**config.mk**
```make
export PLATFORM = sky130hd
export DESIGN_NAME = fpu_stack_ctrl_flat
export DESIGN_NICKNAME = d
export VERILOG_FILES = /design/src/rtl/fpu_stack_pkg.sv /design/src/rtl/fpu_stack_ctrl_if.sv /design/src/rtl/fpu_stack_regfile.sv /design/src/rtl/fpu_stack_ctrl.sv /design/src/flat_wrapper.sv
export SDC_FILE = /design/constraint.sdc
export NUM_CORES = 2
export LEC_CHECK = 0
export ABC_CLOCK_PERIOD_IN_PS = 6200
export CORE_UTILIZATION = 40
export CTS_CLUSTER_SIZE = 20
export DETAILED_ROUTE_END_ITERATION = 10
export PLACE_DENSITY = 0.59
export SETUP_SLACK_MARGIN = 0.1
export SLEW_MARGIN = 20
export SYNTH_ARGS = -nofsm -noshare
export SYNTH_HDL_FRONTEND = slang
export SYNTH_SLANG_ARGS = --single-unit
```
**constraint.sdc**
```tcl
create_clock -name clk -period 6.2 [get_ports clk]
set_input_delay 1.24 -clock clk [delete_from_list [all_inputs] [get_ports clk]]
set_output_delay 1.24 -clock clk [all_outputs]
set_load 0.01 [all_outputs]
```
**src/rtl/fpu_stack_pkg.sv**
```systemverilog
// Shared encodings and helpers for the 8087 register-stack controller.
// Covers command opcodes, tag values, FSM states and the indefinite QNaN.
package fpu_stack_pkg;

   localparam int unsigned REG_W     = 80;
   localparam int unsigned NUM_REGS  = 8;
   localparam int unsigned IDX_W     = 3;
   localparam int unsigned TAG_W     = 2;
   localparam int unsigned OP_W      = 4;
   localparam int unsigned TAGWORD_W = NUM_REGS * TAG_W;

   localparam logic [REG_W-1:0] FPU_INDEF = 80'hFFFF_C000_0000_0000_0000;

   typedef enum logic [OP_W-1:0] {
      OP_NOP       = 4'd0,
      OP_INIT      = 4'd1,
      OP_PUSH      = 4'd2,
      OP_POP       = 4'd3,
      OP_READ      = 4'd4,
      OP_WRITE     = 4'd5,
      OP_XCH       = 4'd6,
      OP_FREE      = 4'd7,
      OP_INCSTP    = 4'd8,
      OP_DECSTP    = 4'd9,
      OP_WRITE_POP = 4'd10
   } op_e;

   typedef enum logic [TAG_W-1:0] {
      TAG_VALID   = 2'b00,
      TAG_ZERO    = 2'b01,
      TAG_SPECIAL = 2'b10,
      TAG_EMPTY   = 2'b11
   } tag_e;

   typedef enum logic [1:0] {
      ST_IDLE    = 2'd0,
      ST_EXEC    = 2'd1,
      ST_XCH_WR2 = 2'd2
   } state_e;

   // Latched command header; the wide data word is held separately.
   typedef struct packed {
      op_e              op;
      logic [IDX_W-1:0] idx;
      tag_e             tag;
   } cmd_hdr_t;

   // Undefined opcodes behave as NOP.
   function automatic op_e decode_op(input logic [OP_W-1:0] raw);
      return (raw > OP_W'(OP_WRITE_POP)) ? OP_NOP : op_e'(raw);
   endfunction

   function automatic tag_e tag_of(input logic [TAGWORD_W-1:0] tw,
                                   input logic [IDX_W-1:0]     k);
      return tag_e'(tw[{k, 1'b0} +: TAG_W]);
   endfunction

   function automatic logic [TAGWORD_W-1:0] tag_set(input logic [TAGWORD_W-1:0] tw,
                                                    input logic [IDX_W-1:0]     k,
                                                    input tag_e                 t);
      logic [TAGWORD_W-1:0] r;
      r = tw;
      r[{k, 1'b0} +: TAG_W] = t;
      return r;
   endfunction

endpackage

```
**src/rtl/fpu_stack_ctrl_if.sv**
```systemverilog
// Command/response bundle between the FPU microsequencer and the stack controller.
// master = microsequencer side, slave = stack controller.
interface fpu_stack_ctrl_if
   import fpu_stack_pkg::*;
#(
   parameter int unsigned WIDTH = REG_W
) ();

   logic                 cmd_valid;
   logic                 cmd_ready;
   logic [OP_W-1:0]      cmd_op;
   logic [IDX_W-1:0]     cmd_idx;
   logic [WIDTH-1:0]     cmd_data;
   logic [TAG_W-1:0]     cmd_tag;
   logic [WIDTH-1:0]     rd_data;
   logic                 done;
   logic [IDX_W-1:0]     top;
   logic [TAGWORD_W-1:0] tag_word;
   logic                 exc_invalid;
   logic                 exc_sf;
   logic                 c1;

   modport master (
      output cmd_valid, cmd_op, cmd_idx, cmd_data, cmd_tag,
      input  cmd_ready, rd_data, done, top, tag_word, exc_invalid, exc_sf, c1
   );

   modport slave (
      input  cmd_valid, cmd_op, cmd_idx, cmd_data, cmd_tag,
      output cmd_ready, rd_data, done, top, tag_word, exc_invalid, exc_sf, c1
   );

endinterface

```
**src/rtl/fpu_stack_regfile.sv**
```systemverilog
// Eight-entry physical register file: two combinational read ports, one write port.
// Contents are deliberately not reset.
module fpu_stack_regfile
   import fpu_stack_pkg::*;
#(
   parameter int unsigned WIDTH = REG_W
) (
   input  logic             clk,
   input  logic             we,
   input  logic [IDX_W-1:0] waddr,
   input  logic [WIDTH-1:0] wdata,
   input  logic [IDX_W-1:0] raddr_a,
   output logic [WIDTH-1:0] rdata_a_c,
   input  logic [IDX_W-1:0] raddr_b,
   output logic [WIDTH-1:0] rdata_b_c
);

   logic [WIDTH-1:0] mem [NUM_REGS];

   always_ff @(posedge clk) begin
      if (we) begin
         mem[waddr] <= wdata;
      end
   end

   assign rdata_a_c = mem[raddr_a];
   assign rdata_b_c = mem[raddr_b];

endmodule

```
**src/rtl/fpu_stack_ctrl.sv**
```systemverilog
// 8087 register-stack sequencer: owns TOP and the tag word, maps ST(i) to physical
// registers and applies the masked invalid-operation response on stack faults.
module fpu_stack_ctrl
   import fpu_stack_pkg::*;
#(
   parameter int unsigned     WIDTH = REG_W,
   parameter logic [WIDTH-1:0] INDEF = WIDTH'(FPU_INDEF)
) (
   input  logic             clk,
   input  logic             reset_n,
   fpu_stack_ctrl_if.slave  bus
);

   state_e           state;
   cmd_hdr_t         cmd_q;
   logic [IDX_W-1:0] phys_q;
   logic [WIDTH-1:0] data_q;
   logic [WIDTH-1:0] s0_q;
   logic [WIDTH-1:0] si_q;
   tag_e             s0_tag_q;
   tag_e             si_tag_q;
   logic             fault_q;

   op_e                  op_c;
   logic [IDX_W-1:0]     phys_i_c;
   logic [IDX_W-1:0]     push_c;
   logic [WIDTH-1:0]     rd_i_c;
   logic [WIDTH-1:0]     rd_s0_c;
   logic                 empty_i_c;
   logic                 empty_s0_c;
   logic                 empty_push_c;
   logic                 fault_c;
   logic                 over_c;
   logic                 we_c;
   logic [IDX_W-1:0]     waddr_c;
   logic [WIDTH-1:0]     wdata_c;
   logic [IDX_W-1:0]     top_nxt_c;
   logic [TAGWORD_W-1:0] tag_nxt_c;

   assign op_c         = decode_op(bus.cmd_op);
   assign phys_i_c     = bus.top + bus.cmd_idx;
   assign push_c       = bus.top - IDX_W'(1);
   assign empty_i_c    = (tag_of(bus.tag_word, phys_i_c) == TAG_EMPTY);
   assign empty_s0_c   = (tag_of(bus.tag_word, bus.top) == TAG_EMPTY);
   assign empty_push_c = (tag_of(bus.tag_word, push_c) == TAG_EMPTY);

   fpu_stack_regfile #(.WIDTH(WIDTH)) u_regfile (
      .clk       (clk),
      .we        (we_c & reset_n),
      .waddr     (waddr_c),
      .wdata     (wdata_c),
      .raddr_a   (phys_i_c),
      .rdata_a_c (rd_i_c),
      .raddr_b   (bus.top),
      .rdata_b_c (rd_s0_c)
   );

   // Fault is decided at accept time so the exception can pulse together with done.
   always_comb begin
      fault_c = 1'b0;
      over_c  = 1'b0;
      case (op_c)
         OP_PUSH: begin
            fault_c = !empty_push_c;
            over_c  = 1'b1;
         end
         OP_POP, OP_WRITE_POP: fault_c = empty_s0_c;
         OP_READ:              fault_c = empty_i_c;
         OP_XCH:               fault_c = (bus.cmd_idx != '0) && (empty_i_c || empty_s0_c);
         default: ;
      endcase
   end

   // Single write port: XCH spreads its two writes over EXEC and XCH_WR2.
   always_comb begin
      we_c    = 1'b0;
      waddr_c = phys_q;
      wdata_c = data_q;
      case (state)
         ST_EXEC: begin
            case (cmd_q.op)
               OP_PUSH: begin
                  we_c    = 1'b1;
                  wdata_c = fault_q ? INDEF : data_q;
               end
               OP_WRITE, OP_WRITE_POP: we_c = 1'b1;
               OP_XCH: begin
                  we_c    = (cmd_q.idx != '0);
                  waddr_c = bus.top;
                  wdata_c = si_q;
               end
               default: ;
            endcase
         end
         ST_XCH_WR2: begin
            we_c    = (cmd_q.idx != '0);
            wdata_c = s0_q;
         end
         default: ;
      endcase
   end

   // Architectural TOP/tag updates land at the end of the done cycle.
   always_comb begin
      top_nxt_c = bus.top;
      tag_nxt_c = bus.tag_word;
      if (state == ST_EXEC) begin
         case (cmd_q.op)
            OP_INIT: begin
               top_nxt_c = '0;
               tag_nxt_c = '1;
            end
            OP_PUSH: begin
               top_nxt_c = phys_q;
               tag_nxt_c = tag_set(bus.tag_word, phys_q, fault_q ? TAG_SPECIAL : cmd_q.tag);
            end
            OP_POP: begin
               top_nxt_c = bus.top + IDX_W'(1);
               tag_nxt_c = tag_set(bus.tag_word, bus.top, TAG_EMPTY);
            end
            OP_WRITE: tag_nxt_c = tag_set(bus.tag_word, phys_q, cmd_q.tag);
            OP_WRITE_POP: begin
               top_nxt_c = bus.top + IDX_W'(1);
               tag_nxt_c = tag_set(tag_set(bus.tag_word, phys_q, cmd_q.tag), bus.top, TAG_EMPTY);
            end
            OP_FREE:   tag_nxt_c = tag_set(bus.tag_word, phys_q, TAG_EMPTY);
            OP_INCSTP: top_nxt_c = bus.top + IDX_W'(1);
            OP_DECSTP: top_nxt_c = bus.top - IDX_W'(1);
            default: ;
         endcase
      end else if ((state == ST_XCH_WR2) && (cmd_q.idx != '0)) begin
         tag_nxt_c = tag_set(tag_set(bus.tag_word, bus.top, si_tag_q), phys_q, s0_tag_q);
      end
   end

   always_ff @(posedge clk) begin
      if (!reset_n) begin
         state           <= ST_IDLE;
         bus.cmd_ready   <= 1'b1;
         bus.done        <= 1'b0;
         bus.exc_invalid <= 1'b0;
         bus.exc_sf      <= 1'b0;
         bus.c1          <= 1'b0;
         bus.rd_data     <= '0;
         bus.top         <= '0;
         bus.tag_word    <= '1;
         cmd_q           <= '0;
         phys_q          <= '0;
         data_q          <= '0;
         s0_q            <= '0;
         si_q            <= '0;
         s0_tag_q        <= TAG_EMPTY;
         si_tag_q        <= TAG_EMPTY;
         fault_q         <= 1'b0;
      end else begin
         bus.top         <= top_nxt_c;
         bus.tag_word    <= tag_nxt_c;
         bus.done        <= 1'b0;
         bus.exc_invalid <= 1'b0;
         bus.exc_sf      <= 1'b0;
         case (state)
            ST_IDLE: begin
               if (bus.cmd_valid && bus.cmd_ready) begin
                  state         <= ST_EXEC;
                  bus.cmd_ready <= 1'b0;
                  cmd_q         <= '{op: op_c, idx: bus.cmd_idx, tag: tag_e'(bus.cmd_tag)};
                  phys_q        <= (op_c == OP_PUSH) ? push_c : phys_i_c;
                  data_q        <= bus.cmd_data;
                  fault_q       <= fault_c;
                  s0_q          <= empty_s0_c ? INDEF : rd_s0_c;
                  s0_tag_q      <= empty_s0_c ? TAG_SPECIAL : tag_of(bus.tag_word, bus.top);
                  si_q          <= empty_i_c ? INDEF : rd_i_c;
                  si_tag_q      <= empty_i_c ? TAG_SPECIAL : tag_of(bus.tag_word, phys_i_c);
                  if (op_c != OP_XCH) begin
                     bus.done        <= 1'b1;
                     bus.exc_invalid <= fault_c;
                     bus.exc_sf      <= fault_c;
                     if (fault_c) begin
                        bus.c1 <= over_c;
                     end
                  end
                  if (op_c == OP_READ) begin
                     bus.rd_data <= empty_i_c ? INDEF : rd_i_c;
                  end
               end
            end
            ST_EXEC: begin
               if (cmd_q.op == OP_XCH) begin
                  state           <= ST_XCH_WR2;
                  bus.done        <= 1'b1;
                  bus.exc_invalid <= fault_q;
                  bus.exc_sf      <= fault_q;
                  if (fault_q) begin
                     bus.c1 <= 1'b0;
                  end
               end else begin
                  state         <= ST_IDLE;
                  bus.cmd_ready <= 1'b1;
                  if (cmd_q.op == OP_INIT) begin
                     bus.c1 <= 1'b0;
                  end
               end
            end
            ST_XCH_WR2: begin
               state         <= ST_IDLE;
               bus.cmd_ready <= 1'b1;
            end
            default: begin
               state         <= ST_IDLE;
               bus.cmd_ready <= 1'b1;
            end
         endcase
      end
   end

endmodule

```
**src/flat_wrapper.sv**
```systemverilog
// flat-port wrapper written by rule: the top's interface ports become plain ports
module fpu_stack_ctrl_flat import fpu_stack_pkg::*;
#(
   parameter int unsigned     WIDTH = REG_W,
   parameter logic [WIDTH-1:0] INDEF = WIDTH'(FPU_INDEF)
)
  (clk, reset_n, bus_cmd_valid, bus_cmd_op, bus_cmd_idx, bus_cmd_data, bus_cmd_tag, bus_cmd_ready, bus_rd_data, bus_done, bus_top, bus_tag_word, bus_exc_invalid, bus_exc_sf, bus_c1);
  fpu_stack_ctrl_if #(.WIDTH(WIDTH)) bus_i ();
  input  logic clk;
  input  logic reset_n;
  input wire logic [$bits(bus_i.cmd_valid)-1:0] bus_cmd_valid;
  input wire logic [$bits(bus_i.cmd_op)-1:0] bus_cmd_op;
  input wire logic [$bits(bus_i.cmd_idx)-1:0] bus_cmd_idx;
  input wire logic [$bits(bus_i.cmd_data)-1:0] bus_cmd_data;
  input wire logic [$bits(bus_i.cmd_tag)-1:0] bus_cmd_tag;
  output wire logic [$bits(bus_i.cmd_ready)-1:0] bus_cmd_ready;
  output wire logic [$bits(bus_i.rd_data)-1:0] bus_rd_data;
  output wire logic [$bits(bus_i.done)-1:0] bus_done;
  output wire logic [$bits(bus_i.top)-1:0] bus_top;
  output wire logic [$bits(bus_i.tag_word)-1:0] bus_tag_word;
  output wire logic [$bits(bus_i.exc_invalid)-1:0] bus_exc_invalid;
  output wire logic [$bits(bus_i.exc_sf)-1:0] bus_exc_sf;
  output wire logic [$bits(bus_i.c1)-1:0] bus_c1;
  assign bus_i.cmd_valid = bus_cmd_valid;
  assign bus_i.cmd_op = bus_cmd_op;
  assign bus_i.cmd_idx = bus_cmd_idx;
  assign bus_i.cmd_data = bus_cmd_data;
  assign bus_i.cmd_tag = bus_cmd_tag;
  assign bus_cmd_ready = bus_i.cmd_ready;
  assign bus_rd_data = bus_i.rd_data;
  assign bus_done = bus_i.done;
  assign bus_top = bus_i.top;
  assign bus_tag_word = bus_i.tag_word;
  assign bus_exc_invalid = bus_i.exc_invalid;
  assign bus_exc_sf = bus_i.exc_sf;
  assign bus_c1 = bus_i.c1;
  fpu_stack_ctrl #(.WIDTH(WIDTH), .INDEF(INDEF)) u_core (.clk(clk), .reset_n(reset_n), .bus(bus_i));
endmodule
```
==> impl_metrics.yaml <==
status:
  status: "finished clean"
clock_tree:
  postCtsHoldBufs: 0
  cts_inserted_buffers: 107
  tritoncts: "yes"
  htree_levels: 3
  cts_setup_buffers: 0
  cts_max_path_buffers: 3
  clock_sinks: 1005
  insertion_delay_ns: 0.70
  clk_pin_slew_ns: 0.06
  root_buffer: "clkbuf_16"
  cts_resized: 0
synthesis:
  yosys-top-cells-count: "640 x edfxtp_1, 505 x nand2_1, 365 x dfxtp_1, 329 x mux4_2, 237 x a21oi_1"
  yosys.area_share.simple_pct: 8.30
  synth.area.top_cells: "edfxtp_1 42%, mux4_2 16%, dfxtp_1 16%"
  synth_fa_ha_area_share_pct: 0.486
  synth_compound_area_share_pct: 10.4
  synth_mux_area_share_pct: 19.3
  synth-edff-count: 640
  synth_top_family_by_area: "multiplexers"
  synth_nets: 3467
  syn_area_per_cell_um2: 13.5
  synth_flop_cell: "edfxtp_1"
  post-synth-top-count-cell: "edfxtp_1"
  synth_seq_cells: 1005
  yosys_warnings: 0
  synthArstFlopShare_pct: 0
  synthXorXnorAreaFrac_pct: 0.130
  ys_types: 79
  yosysTopAreaCell: "edfxtp_1"
  postSynthCellCount: 3358
  seq_area_frac_synth_pct: 58.5
  synthesis.area_um2: 45400
  synth_top_area_share_pct: 42.4
worst_setup_path:
  slowest_stage: "fa_4"
  worst_setup_path_end_kind: "register"
  r2r_start: "u_core.state[1]"
  rrSetupSlack_ns: 2.16
  cpPeakStageDelay_ns: 1.08
  crit_required_ns: 6.79
  path_cells: "clkdlybuf4s50_1, ha_4, inv_1, fa_4, buf_12, mux4_2, nor2b_1, a211oi_1, nand2_1, o211a_1"
  crit_fanout: 89
  r2r-end: "u_core.u_regfile.mem[5][33]"
  worst_path_dominant_cell_family: "adder cells"
  crit_arrival_ns: 4.81
  rr_worst_depth: 10
  crit_buf_inv: 3
  startpoint_type: "input pin"
  worstSetupPathType: "input pin to register"
power:
  power.density_nw_per_um2: 280
  p_sw_share_pct: 23.2
  power.switching_mw: 3.42
  p_leak_nw: 16.5
  cell_internal_pwr_mw: 11.3
  p_total_mw: 14.7
  combinationalPowerShare_pct: 6.6
  peakVddDrop_mv: 0.241
  seq_power_share_pct: 49.5
  clkPwrFrac_pct: 43.9
final_layout:
  stdcell_area_um2: 52500
  fin_nets: 3553
  post-route-util_pct: 46.7
  drive_gt1_share_pct: 17.2
  diodes: 0
  syn2layout_area_growth_pct: 15.8
global_routing:
  grt_pass1_wl_um: 197000
  grt_pass1_vias: 30100
  gr-total-overflow: 0
  grt_usage_pct: 22.9
  grt_max_degree: 147
  antenna_found_initial: 1
floorplan:
  row_count: 123
  die_height_um: 339
  coreArea_um2: 112000
  dieArea_um2: 115000
  pin_count: 196
  initial_core_util_pct: 40.3
  die_width_um: 339
timing:
  min_period_ns: 4.22
  tns_ns: 0
  hold_violations: 0
  fmax_mhz: 237
  finalSetupViolations: 0
  rsz0062_at_grt: "no"
  slew_headroom_pct: 28.4
  fin_crit_sh_pct: 68.1
  skew_ns: 0.0296
  max_slew.worst_pin.slew_ns: 1.07
  drv_slew: 0
placement:
  portBuffers: 195
  dp_hpwl_um: 72400
  gp_congestion: 0.871
  placed_area_um2: 49000
min_path:
  hold_path_startpoint: "u_core.bus.rd_data[19]"
  min_path_cells: 2
  min_to: "u_core.bus.rd_data[19]"
  hold_class: "register to register"
route:
  wl_per_cell_um: 26.7
  dr_total_vias: 30500
  detail_route.wirelength_um: 134000
  ant_nets: 0
  drc: 0
  viasPerCell: 6.05
  drtIter0Drc: 2972
  first_pass_iters: 8
run:
  max_cap_viol_count: 0
## layout make-up
type | instances | area [um^2]
timing repair buffer | 265 | 2800
clock inverter | 74 | 699
sequential | 1005 | 26500
multi-input combinational | 2048 | 17700
clock buffer | 130 | 2860
fill | 9799 | 60000
tap | 1500 | 1880
inverter | 17 | 71.3
## flip-flops by register name (all words and copies together) (netlist names), named ones only
signal and flops:
u_core.s0_q 80, u_core.state 2, u_core.bus.c1 1, u_core.cmd_q 9
u_core.bus.exc_invalid 1, u_core.s0_tag_q 2, u_core.si_q 80, u_core.phys_q 3
u_core.fault_q 1, u_core.bus.tag_word 16, u_core.bus.rd_data 80, u_core.bus.cmd_ready 1
u_core.bus.top 3, u_core.bus.done 1, u_core.u_regfile.mem 640, u_core.si_tag_q 2
u_core.data_q 80
## worst register-to-register path: cells and delay by family, from the launching register on
| kind | cells | cell delay, ns |
|---|---|---|
| adders and majority gates | 1 | 0.15 |
| buffers and inverters | 5 | 1.74 |
| and+or+nand+nor | 3 | 1.05 |
| DFF | 1 | 0.35 |
| AOI/OAI and AO/OA | 1 | 0.42 |
## logic make-up after synthesis
kind of cell    count (synthesis)
buf+inv                       305
fa+ha+maj                      17
mux                           461
compound gates                677
simple gates                  888
xor+xnor                        5
flops                        1005
## per-layer routing
metal  vias to the layer above  part of all wire [%]  global-route usage (%)
met1                     15800                    42                    31.1
met4                         0                   2.4                    6.62
met2                      1340                    48                    38.0
li1                      13100                     -                       -
met5                         -                     0                       0
met3                       195                   7.6                    3.76
## cells in the final DEF, fill, tap and decap left out, types with 18 or more instances in the layout
cell type	count
edfxtp_1	640
nand2_1	504
dfxtp_1	362
mux4_2	329
a21oi_1	236
clkdlybuf4s50_1	194
nor2_1	185
a22o_1	142
mux2i_1	129
clkbuf_16	110
nor3_1	76
a21boi_0	61
o21ai_0	52
a211oi_1	45
buf_4	45
nor2b_1	38
clkinv_2	29
buf_12	26
a221o_1	25
a2111oi_0	18
clkinv_1	18
## per-stage QoR
stage / hold WS, ns / setup WS (ns) / cells
2_1_floorplan: 0.436 / 0.500 / 3358
3_3_place_gp: 0.443 / 1.32 / 4835
3_5_place_dp: 0.448 / 1.26 / 4835
4_1_cts: 0.456 / 2.00 / 5039
5_1_grt: 0.473 / 1.83 / 5039
6_report: 0.453 / 1.98 / 5039
## worst max-delay path by stage
| stage | from | endpoint | slack, ns | cells past startpoint |
|---|---|---|---|---|
| 6_report | bus_cmd_idx[0] | u_core.si_q[64] | 1.98 | 10 |
| 5_1_grt | bus_cmd_idx[0] | u_core.si_q[67] | 1.83 | 11 |
| 4_1_cts | bus_cmd_idx[0] | u_core.si_q[64] | 2.00 | 11 |
| 3_5_place_dp | bus_cmd_idx[0] | u_core.si_q[64] | 1.26 | 10 |
| 3_3_place_gp | bus_cmd_idx[0] | u_core.si_q[67] | 1.32 | 11 |
| 2_1_floorplan | reset_n | u_core.u_regfile.mem[1][0] | 0.50 | 5 |
## power groups by stage
stage / Sequential [mW] / Clock [mW] / Combinational [mW]
6_report: 7.28 / 6.46 / 0.977
5_1_grt: 7.28 / 6.79 / 1.05
4_1_cts: 7.28 / 6.53 / 0.976
3_5_place_dp: 7.42 / 0 / 0.973
3_3_place_gp: 7.42 / 0 / 0.966
2_1_floorplan: 7.38 / 0 / 0.633
Power figures use the tool's default switching activity.
